### config.mk
export PLATFORM = sky130hd
export DESIGN_NAME = vector_bist
export DESIGN_NICKNAME = d
export VERILOG_FILES = /design/src/rtl/vector_bist.sv
export SDC_FILE = /design/constraint.sdc
export NUM_CORES = 1
export LEC_CHECK = 0
export ABC_AREA = 1
export BUFFER_PORTS_ARGS = -buffer_cell sky130_fd_sc_hd__buf_4
export CORE_MARGIN = 5
export CORE_UTILIZATION = 46
export CTS_CLUSTER_SIZE = 20
export DETAILED_ROUTE_END_ITERATION = 6
export HOLD_SLACK_MARGIN = 0.1
export PLACE_DENSITY = 0.74
export SYNTH_ARGS = -nofsm -noshare
export SYNTH_HDL_FRONTEND = slang
export SYNTH_SLANG_ARGS = --single-unit
### constraint.sdc
create_clock -name clk -period 2.7 [get_ports clk]
set_input_delay 0 -clock clk [delete_from_list [all_inputs] [get_ports clk]]
set_output_delay 0 -clock clk [all_outputs]
set_load 0.02 [all_outputs]
### src/rtl/vector_bist.sv
// Table-driven self-test sequencer: applies stored vectors to a gate block and checks the
// masked response. Each vector takes SETTLE+2 cycles; table writes while busy are dropped.
module vector_bist #(
    parameter int NIN    = 2,
    parameter int NOUT   = 1,
    parameter int DEPTH  = 16,
    parameter int SETTLE = 1,
    parameter int ERRW   = 8,
    localparam int AW    = $clog2(DEPTH),
    localparam int VW    = NIN + 2 * NOUT
) (
    input  logic            clk,
    input  logic            reset,
    input  logic            wr_en,
    input  logic [AW-1:0]   wr_addr,
    input  logic [VW-1:0]   wr_data,
    input  logic [AW:0]     num_vecs,
    input  logic            start,
    output logic [NIN-1:0]  dut_in,
    input  logic [NOUT-1:0] dut_out,
    output logic            busy,
    output logic            done,
    output logic            pass,
    output logic [ERRW-1:0] err_count,
    output logic [AW-1:0]   fail_index,
    output logic [NOUT-1:0] fail_got,
    output logic [NOUT-1:0] fail_exp
);

    localparam int SW = (SETTLE > 1) ? $clog2(SETTLE) : 1;
    localparam logic [SW-1:0] SET_INIT = SW'((SETTLE > 0) ? SETTLE - 1 : 0);
    localparam logic [AW:0]   DEPTH_N  = (AW + 1)'(DEPTH);

    typedef enum logic [2:0] {
        S_IDLE,
        S_APPLY,
        S_SETTLE,
        S_CHECK,
        S_DONE
    } state_t;

    state_t          state;
    logic [VW-1:0]   mem [DEPTH];
    logic [AW-1:0]   idx;
    logic [AW:0]     n;
    logic [SW-1:0]   cnt;
    logic [AW:0]     n_req;
    logic [VW-1:0]   cur;
    logic [NIN-1:0]  cur_in;
    logic [NOUT-1:0] cur_exp;
    logic [NOUT-1:0] cur_care;
    logic            mismatch;
    logic            last_vec;

    // Table is deliberately outside the reset domain so vectors survive a reset.
    always_ff @(posedge clk) begin
        if (wr_en && !busy) begin
            mem[wr_addr] <= wr_data;
        end
    end

    always_comb begin
        n_req    = (num_vecs > DEPTH_N) ? DEPTH_N : num_vecs;
        cur      = mem[idx];
        cur_in   = cur[NIN-1:0];
        cur_exp  = cur[NIN +: NOUT];
        cur_care = cur[NIN+NOUT +: NOUT];
        mismatch = |((dut_out ^ cur_exp) & cur_care);
        last_vec = ({1'b0, idx} == (n - 1'b1));
    end

    always_ff @(posedge clk or posedge reset) begin
        if (reset) begin
            state      <= S_IDLE;
            idx        <= '0;
            n          <= '0;
            cnt        <= '0;
            dut_in     <= '0;
            busy       <= 1'b0;
            done       <= 1'b0;
            pass       <= 1'b0;
            err_count  <= '0;
            fail_index <= '0;
            fail_got   <= '0;
            fail_exp   <= '0;
        end else begin
            case (state)
                S_IDLE, S_DONE: begin
                    if (start) begin
                        n          <= n_req;
                        idx        <= '0;
                        err_count  <= '0;
                        fail_index <= '0;
                        fail_got   <= '0;
                        fail_exp   <= '0;
                        if (n_req == '0) begin
                            state <= S_DONE;
                            done  <= 1'b1;
                            pass  <= 1'b1;
                        end else begin
                            state <= S_APPLY;
                            busy  <= 1'b1;
                            done  <= 1'b0;
                            pass  <= 1'b0;
                        end
                    end else if (state == S_DONE) begin
                        done <= 1'b1;
                        pass <= (err_count == '0);
                    end
                end
                S_APPLY: begin
                    dut_in <= cur_in;
                    cnt    <= SET_INIT;
                    state  <= (SETTLE > 0) ? S_SETTLE : S_CHECK;
                end
                S_SETTLE: begin
                    if (cnt == '0) begin
                        state <= S_CHECK;
                    end else begin
                        cnt <= cnt - 1'b1;
                    end
                end
                S_CHECK: begin
                    if (mismatch) begin
                        if (err_count != '1) begin
                            err_count <= err_count + 1'b1;
                        end
                        // A saturating counter never wraps, so zero means no earlier failure.
                        if (err_count == '0) begin
                            fail_index <= idx;
                            fail_got   <= dut_out;
                            fail_exp   <= cur_exp;
                        end
                    end
                    if (last_vec) begin
                        state <= S_DONE;
                        busy  <= 1'b0;
                    end else begin
                        idx   <= idx + 1'b1;
                        state <= S_APPLY;
                    end
                end
                default: state <= S_IDLE;
            endcase
        end
    end

endmodule

# Word level (Yosys, flattened, before mapping)
# Memory sizes are Yosys's and may differ from the RTL's.
# Cells that the tools add are included.
dict set report word_totals {
  input_bits 18
  wordCells 86
  memories 1
  register_bits 32
  out_inout_bits 19
  mem_bits_rw 64
}
dict set report classes {
  mux 36
  bitwise 2
  n_addsub 4
  eq_ne 14
  reduce_logical 16
  order_cmp 1
}
# name depth word_bits read_ports rd_ports_with_merged_regs wr line_no
set mem_list {}
lappend mem_list {mem 16 4 1 0 1 43} ;# logic [VW-1:0] mem [DEPTH];
# operator n
set op_table {}
lappend op_table {{$mux W8} 3}
lappend op_table {{$mux W1} 16}
lappend op_table {{$mux W4} 4}
lappend op_table {{$ne A2 B2 Y1 const B} 8}
lappend op_table {{$pmux W4 S2} 2}
lappend op_table {{$pmux W8 S2} 1}
lappend op_table {{$mux W3} 4}
lappend op_table {{$pmux W3 S4} 1}
lappend op_table {{$reduce_and A4 Y1} 3}
lappend op_table {{$add A8 B1 Y8 const B} 1}
lappend op_table {{$logic_not A8 Y1} 1}
lappend op_table {{$ne A8 B8 Y1 const B} 1}
lappend op_table {{$pmux W1 S2} 4}
lappend op_table {{$eq A3 B2 Y1 const B} 2}
lappend op_table {{$reduce_and A2 Y1} 3}
lappend op_table {{$reduce_bool A2 Y1} 3}
lappend op_table {{$eq A4 B5 Y1} 1}
lappend op_table {{$gt A5 B5 Y1 const B} 1}
lappend op_table {{$logic_not A5 Y1} 1}
lappend op_table {{$mux W5} 1}
lappend op_table {{$sub A5 B1 Y5 const B} 1}
lappend op_table {{$add A4 B1 Y4 const B} 1}
lappend op_table {{$eq A3 B1 Y1 const B} 1}
lappend op_table {{$eq A3 B3 Y1 const B} 1}
lappend op_table {{other kinds (8)} 8}

# Longest topological paths before layout
# Gate-level depths: netlist of the first run.
dict set report logic_depth {
  ltp_word 6
  mapped_depth 15
  ltp_nobuf 13
}

# Worst setup path after synthesis of the first run
# Ideal clock, no wire load.
dict set report synth_path {
  kind {reg-to-reg}
  startpoint {register err_count[0]}
  endpoint {register err_count[7]}
  t_required_ps 2635
  path_stages_with_launch 10
  slack_ps 907
  period_less_slack_ps 1793
  setup_ps 65
  n_path_buf 0
  t_arrival_ps 1728
  path_cell_list {dfrtp_1 ha_1 nand2_1 nor2_1 nand2_1 nor3_1 a31oi_4 nand2_2 nand2_1 nand2_1}
}
dict set report synth_via {
  elab_chain_len 4
  word_cells_on_any_way 7
  classes_between {1 x add/sub; 2 x eq/ne; 3 x mux; 1 x reduce/logical}
}
# element line_no
set synth_rtl {}
lappend synth_rtl {{from (decl)} 24} ;# output logic [ERRW-1:0] err_count,
lappend synth_rtl {{from (signal assigned)} 126} ;# err_count <= err_count + 1'b1;
lappend synth_rtl {{$add A8 B1 Y8} 126}
lappend synth_rtl {{$mux W8} 125} ;# if (err_count != '1) begin
lappend synth_rtl {{$mux W8} 124} ;# if (mismatch) begin
lappend synth_rtl {{$pmux W8 S2} 87} ;# case (state)
# Several ways; a longest one is shown, not always the timed one. The select of a mux whose other input is x is not followed.
# A chain may end at the register's enable or synchronous reset.

# Worst setup path after layout of the first run
dict set report layout_path {
  startpoint {register err_count[0]}
  endpoint {register fail_index[2]}
}
dict set report layout_via {
  elab_chain_len 3
}
# element line_no
set layout_rtl {}
lappend layout_rtl {{$logic_not A8 Y1} 129} ;# if (err_count == '0) begin
lappend layout_rtl {{$ne A2 B2 Y1 (no line)} -}
lappend layout_rtl {{$reduce_and A4 Y1 (no line)} -}
lappend layout_rtl {{to (signal assigned)} 130} ;# fail_index <= idx;
lappend layout_rtl {{to (decl)} 25} ;# output logic [AW-1:0] fail_index,
# Every way passes these cells.

==> metrics.md, run 1 <==
| Metric | Value |
|---|---|
| Postcts setup bufs | `0` |
| Setup_tns | `0 ps` |
| Synth Instances | `478` |
| Top cell type's share of synthesized area | `42.7%` |
| Core area | `0.00964 sq mm` |
| Initial Util | `between 40% and 50%` |
| Max IR drop VDD | `0.419 mV` |
| Crit share post-route | `74.6%` |
| NetSw | `1.83 mW` |
| CP required | `roughly 3000 ps` |
| Hold_ws | `188 ps` |
| GRT Residual Overflow | `0` |
| Max incr delay on CP | `460 ps` |
| # setup viols final | `0` |
| Largest net degree at the start of global routing | `35` |
| Switching share of power | `39.9%` |
| Detail Placement HPWL | `around 6700 um` |
| CP max stage cell | `dfrtp_1` |
| CP Capture Type | `register` |
| Post-Route WL | `9590 um` |
| Row cnt | `36` |
| Fill cells | `875` |
| Diodes inserted | `0` |
| Unrepaired setup endpoints after global routing | `no` |
| Worst path cell trace | `inv_1 -> ha_1 -> nand2_1 -> nor4_1 -> nor2_1 -> nor2_2 -> nand2_1 -> nand2_1 -> nand2_1` |
| Root Buffer Master | `clkbuf_8` |
| Int Power | `approximately 2.8 mW` |
| First-pass GRT wire length | `15900 um` |
| Seq/Total Area, Yosys | `60.0%` |
| FF/Latch Area | `approximately 0.0027 sq mm` |
| CP Capture Point | `fail_index[2]` |
| Startpoint Class | `register` |
| Clock Tree Buf Depth | `2` |
| Antenna violations before repair | `0` |
| # DRC | `0` |
| Worst hold path depth | `4` |
| Critical R2R Capture | `fail_index[2]` |
| CTS Hold Bufs | `16` |
| Number of clock sinks | `95` |
| Final GP Congestion | `0.872` |
| Seq pwr share | `roughly 40%` |
| CP top delay family | `simple AND/OR/NAND/NOR gates` |
| Cell mode on critical path | `nand2_1` |
| Gates resized, CTS repair | `0` |
| Comb power frac | `40.3%` |
| CP Depth | `9` |
| Area leader, netlist | `edfxtp_1` |
| Slew margin rel. | `between 60 and 70%` |
| Clock share of power | `between 15 and 20%` |
| Power per cell area | `roughly 880 mW/mm^2` |
| All-Layer GR Usage | `17.4%` |
| Average routed wire per standard cell | `~14 um` |
| Worst min-delay path category | `input port to register` |
| H-tree depth | `3` |
| Syn_nets | `500` |
| Initial drt markers | `224` |
| Multi-input logic area | `0.00147 sq mm` |
| WP buf/inv | `1` |
| Slew at the pin closest to its max-slew limit | `592 ps` |
| Routed Antenna Nets | `0` |
| Clock latency on the worst-skew pair | `360 ps` |
| Maximum capacitance violations | `0` |
| Die ar. | `0.0119 sq mm` |
| Fin Clk Skew | `about 8.5 ps` |
| Vias | `3385` |
| Leakage power | `2.24 nW` |
| #FFs+latches synth | `95` |
| Flop2flop setup slack | `690 ps` |
| Clk slew on worst S/H paths | `roughly 90 ps` |
| Placed Area | `0.00486 sq mm` |
| Number of buffers created by CTS | `9` |
| Worst flop-to-flop path startpoint | `err_count[0]` |
| Share of layout cells above drive strength 1 | `about 14%` |
| Worst Path Arrival | `2260 ps` |
| Max-slew violations | `0` |
| Post-Layout Inst Area | `0.00521 sq mm` |
| TritonCTS clock tree | `built` |
| Top post-synthesis cells by area | `edfxtp_1, dfrtp_1, nand2_1, nand3_1, nor2_1` |
| Synthesized area per cell | `roughly 9.4 sq um` |
| Fin. Hold Viols | `0` |
| Crit path max fanout | `7` |
| FMAX | `497 MHz` |
| Area added between synthesis and finish | `15.9%` |
| Drt first pass iters | `4` |
| Post-layout util | `between 50% and 60%` |
| Port bufs | `36` |
| Via density | `slightly above 5` |
| Die Ht | `109 um` |
| Vias in the first global route | `3350` |
| Crit path from | `err_count[0]` |
| Synth warn | `0` |
| Yosys cell types | `34` |
| CP Class | `register to register` |
| # IOs | `37` |
| Cell Area, Synth | `0.00450 sq mm` |
| Reg2Reg Depth | `9` |
| Die Width | `109 um` |
| Final nets | `~550` |
| Status | `completed` |
| Final min period | `2010 ps` |
worst min-delay path by stage:
stage / endpoint / start / slack, ps
after CTS: mem[0][3] / wr_addr[3] / 170
after global routing: mem[1][0] / wr_addr[3] / 200
after detailed placement: dut_in[0] / reset / 120
after floorplan: busy / reset / 100
after global placement: dut_in[1] / reset / 110
final: mem[0][3] / wr_addr[3] / 190
cells in the mapped netlist (all sizes together):
cell / number
clkinv: 2
dfrtp: 31
o21ai: 29
inv: 57
buf: 12
ha: 4
edfxtp: 64
or2: 2
nand3b: 2
clkbuf: 2
nor2: 65
xnor2: 2
o22ai: 11
and2: 1
nand3: 50
xor2: 3
nor4: 1
nor3b: 1
nor3: 7
a31oi: 3
a21oi: 8
o21a: 1
nand2: 119
nand4: 1
metrics by stage:
| stage | setup WS, ps | cells | total power [mW] |
|---|---|---|---|
| 6_report | 687 | 668 | 4.58 |
| 5_1_grt | 391 | 668 | 4.91 |
| 4_1_cts | 675 | 668 | 4.60 |
| 3_5_place_dp | 701 | 637 | 3.68 |
| 3_3_place_gp | 745 | 637 | 3.62 |
| 2_1_floorplan | 907 | 478 | 3.21 |
cell type report:
class                      instances  share of cell area [%]
clock buffer                       9                    2.38
multi-input combinational        310                    28.2
timing repair buffer              56                    8.84
sequential                        95                    51.8
clock inverter                     6                    1.30
inverter                          59                    4.30
tap                              133                    3.19
tightest hold or removal path: stages:
cell and delay (ps):
buf_4 100, nor2_1 40, nand2_1 120, nor2_1 110
flip-flops by register name (all words and copies together) (netlist names):
register    count
fail_index      4
n               5
state           3
done            1
busy            1
err_count       8
fail_exp        1
fail_got        1
idx             4
pass            1
dut_in          2
mem            64
cell usage in the layout (no fill, tap or decap), drive strengths merged:
cell / instances
nand2: 119
nor3b: 1
nand3: 50
clkbuf: 9
bufinv: 1
xor2: 3
inv: 59
buf: 40
nor4: 1
o21a: 1
edfxtp: 64
a21oi: 8
nor2: 65
a31oi: 3
clkinv: 4
o21ai: 29
dlygate4sd3: 16
nor3: 7
nand3b: 2
ha: 4
clkinvlp: 1
o22ai: 11
nand4: 1
and2: 1
xnor2: 2
or2: 2
dfrtp: 31
metal layers:
layer | GRT usage [%] | wire length, um
met1 | 22.3 | 4220
met2 | 30.0 | 4780
met3 | 3.20 | 472
met4 | 5.05 | 111
met5 | 0 | 0
power groups by stage:
| stage | logic [mW] | registers [mW] | clock network, mW |
|---|---|---|---|
| 2_1_floorplan | 1.30 | 1.91 | 0 |
| 3_3_place_gp | 1.77 | 1.85 | 0 |
| 3_5_place_dp | 1.82 | 1.86 | 0 |
| 4_1_cts | 1.85 | 1.83 | 0.927 |
| 5_1_grt | 2.08 | 1.85 | 0.984 |
| 6_report | 1.85 | 1.83 | 0.911 |
kinds of logic (layout without fill, tap and decap cells):
| logic type | count (synthesis) | after routing | synth area share (%) |
|---|---|---|---|
| buffers and inverters | 73 | 130 | 7.29 |
| xor gates and xnor gates | 5 | 5 | 0.974 |
| and+or+nand+nor | 249 | 249 | 24.0 |
| adders and majority gates | 4 | 4 | 1.11 |
| AOI/OAI and AO/OA | 52 | 52 | 6.57 |
| DFF | 95 | 95 | 60.0 |
Power figures use the tool's default switching activity.
==> run 2, diff against run 1 <==
--- a/config.mk
+++ b/config.mk
@@ -12,7 +12,7 @@
 export CTS_CLUSTER_SIZE = 20
 export DETAILED_ROUTE_END_ITERATION = 6
 export HOLD_SLACK_MARGIN = 0.1
-export PLACE_DENSITY = 0.74
+export PLACE_DENSITY = 0.76
 export SYNTH_ARGS = -nofsm -noshare
 export SYNTH_HDL_FRONTEND = slang
 export SYNTH_SLANG_ARGS = --single-unit
==> constraint.sdc (replaced) <==
create_clock -name clk -period 1.78 [get_ports clk]
set_input_delay 0 -clock clk [delete_from_list [all_inputs] [get_ports clk]]
set_output_delay 0 -clock clk [all_outputs]
set_load 0.02 [all_outputs]
==> run 2 against run 1 <==
The flow now finishes with violations (negative setup slack). Setup slack got worse by 800 ps. First-iteration DRC count is 22% higher. Core utilization is 6.6 points higher. Die area stayed put. Non-clock buffer count rose by 32. Combinational power grew 120%. Hold slack got worse by 25 ps. Sequential cell count is the same. Sequential share of layout area is 5.6 points lower. Clock-buffer cell count unchanged. Via count grew 8.6%. Sequential power is 51% higher. Largest cell class unchanged.
==> metrics.md, run 2 (synthesis results as in run 1) <==
| Metric | Value |
|---|---|
| All-Layer GR Usage | `17.6%` |
| Failing checks | `negative setup slack` |
| Largest net degree at the start of global routing | `32` |
| Via density | `5.21` |
| Worst setup margin | `-118 ps` |
| Biggest regs | `mem (64), err_count (8), n (5)` |
| Fin. Hold Viols | `0` |
| Fin Clk Skew | `11.4 ps` |
| Diodes inserted | `0` |
| Final GP Congestion | `0.901` |
| Number of clock sinks | `95` |
| Slew margin rel. | `roughly 67%` |
| Die ar. | `0.0119 sq mm` |
| GRT Residual Overflow | `0` |
| CP max stage cell | `dfrtp_2` |
| Post-Route WL | `~11000 um` |
| Comb power frac | `47.4%` |
| Most common cell after layout, fill and taps aside | `nand2_1` |
| Unrepaired setup endpoints after global routing | `yes` |
| Total Power | `8.40 mW` |
| Worst path cell trace | `buf_12 -> buf_12 -> clkinv_8 -> nand2_1 -> nand3_2 -> nand3_2 -> nand3_2 -> nand2_1 -> nand2_1 -> nand3_2 -> nand2_4 -> nand2_8 -> nand2_2 -> nand2_1` |
| NetSw | `3.35 mW` |
| Clk slew on worst S/H paths | `90 ps` |
| Core area | `0.00964 sq mm` |
| Crit share post-route | `107%` |
| Vias | `3675` |
| Most frequent cells in the layout | `nand2_1, buf_4, edfxtp_1` |
| Detail Placement HPWL | `about 6900 um` |
| Root Buffer Master | `clkbuf_8` |
| Setup_tns | `-1310 ps` |
| Initial Util | `46.6%` |
| Antenna violations before repair | `0` |
| Max IR drop VDD | `0.590 mV` |
| Max FFs per register | `64` |
| Worst Path Arrival | `roughly 2200 ps` |
| First-pass GRT wire length | `between 15000 and 20000 um` |
| CP Class | `register to register` |
| FMAX | `527 MHz` |
| Final min period | `between 1500 and 2000 ps` |
| H-tree depth | `3` |
| # IOs | `37` |
| Int Power | `5.05 mW` |
| Startpoint Class | `register` |
| Clock share of power | `19.5%` |
| Post-layout util | `60.7%` |
| Crit path max fanout | `8` |
| Worst min-delay path category | `input port to register` |
| Max incr delay on CP | `between 400 and 500 ps` |
| Final nets | `589` |
| Row cnt | `36` |
| Maximum capacitance violations | `0` |
| Placed Area | `0.00502 sq mm` |
| Seq pwr share | `approximately 33%` |
| Average routed wire per standard cell | `15.7 um` |
| Power per cell area | `around 1400 mW/mm^2` |
| Die Ht | `about 110 um` |
| TritonCTS clock tree | `built` |
| Switching share of power | `between 30 and 40%` |
| Port bufs | `36` |
| Status | `finished with violations` |
| Biggest register | `mem` |
| Max-slew violations | `0` |
| Routed Antenna Nets | `0` |
| Clock latency on the worst-skew pair | `370 ps` |
| Die Width | `109 um` |
| Drt first pass iters | `5` |
| Vias in the first global route | `between 3000 and 4000` |
| # setup viols final | `14` |
| Slew at the pin closest to its max-slew limit | `495 ps` |
| # DRC | `0` |
| Clock Tree Buf Depth | `2` |
| Post-Layout Inst Area | `0.00585 sq mm` |
| CP Capture Type | `register` |
| Number of buffers created by CTS | `9` |
| Initial drt markers | `274` |
| CP required | `a little over 2000 ps` |
| Area added between synthesis and finish | `30.1%` |
| Share of layout cells above drive strength 1 | `29.5%` |
| Leakage power | `2.58 nW` |
## run 2: changes by cell type in the layout (fill, tap and decap cells not counted), sizes merged
cell	delta
buf	+35
inv	+1
dlygate4sd3	-4
clkinv	+2
clkinvlp	-1
a31oi	+1
nand2	+1
clkbuf	+1
bufinv	+1
## run 2: power by group through the flow
stage / combinational, mW / sequential (mW) / clock (mW)
2_1_floorplan: 1.97 / 2.90 / 0
6_report: 3.98 / 2.77 / 1.64
5_1_grt: 4.32 / 2.80 / 1.76
4_1_cts: 2.98 / 2.76 / 1.65
3_5_place_dp: 2.92 / 2.80 / 0
3_3_place_gp: 2.83 / 2.79 / 0
## run 2: final cells by class
class	count	area [sq um]
Clock buffer	9	124
Timing Repair Buffer	88	781
Fill cell	756	3790
Timing Repair inverter	2	25.0
Sequential cell	95	2700
Tap cell	133	166
Multi-Input combinational cell	312	1700
Inverter	59	234
Clock inverter	7	114
## run 2: worst paths after layout
check / start / to / slack [ps] / cells after the start
max: idx[0] / err_count[0] / -120 / 14
max reg2reg: idx[0] / err_count[0] / -120 / 14
min in group asynchronous: reset / dut_in[1] / 280 / 4
min: wr_addr[3] / mem[1][0] / 160 / 4
min reg2reg: fail_index[1] / fail_index[1] / 490 / 2
max in group asynchronous: reset / idx[0] / 1170 / 4
## run 2: layer usage
metal / vias up / share of wire (%) / track usage [%]
met1: 1730 / 42 / 23.8
li1: 1755 / - / -
met5: - / 0 / 0
met4: 0 / 2.1 / 4.87
met2: 165 / 50 / 28.9
met3: 25 / 6.1 / 3.55
## run 2: per-stage QoR
step / setup slack (ps) / std cells / hold WS [ps]
floorplan: 114 / 478 / 98.9
global placement: 9.62 / 658 / 110
detailed placement: -50.6 / 658 / 122
CTS: 0.264 / 686 / 145
global route: -179 / 705 / 186
finish: -118 / 705 / 163
## run 2: worst max-delay path: cells and delay by family (launching register included)
kind	cells	cell delay [ps]
flops	1	480
buf+inv	3	340
simple gates	11	970
## run 2: what timing repair did
action,4_1_cts,5_1_grt
setup buffers,0,14
endpoints found under the hold margin,105,0
pin swaps,0,30
cloned,0,5
hold buffers,12,0
gates resized for setup,5,73
endpoints found under the setup margin,14,19
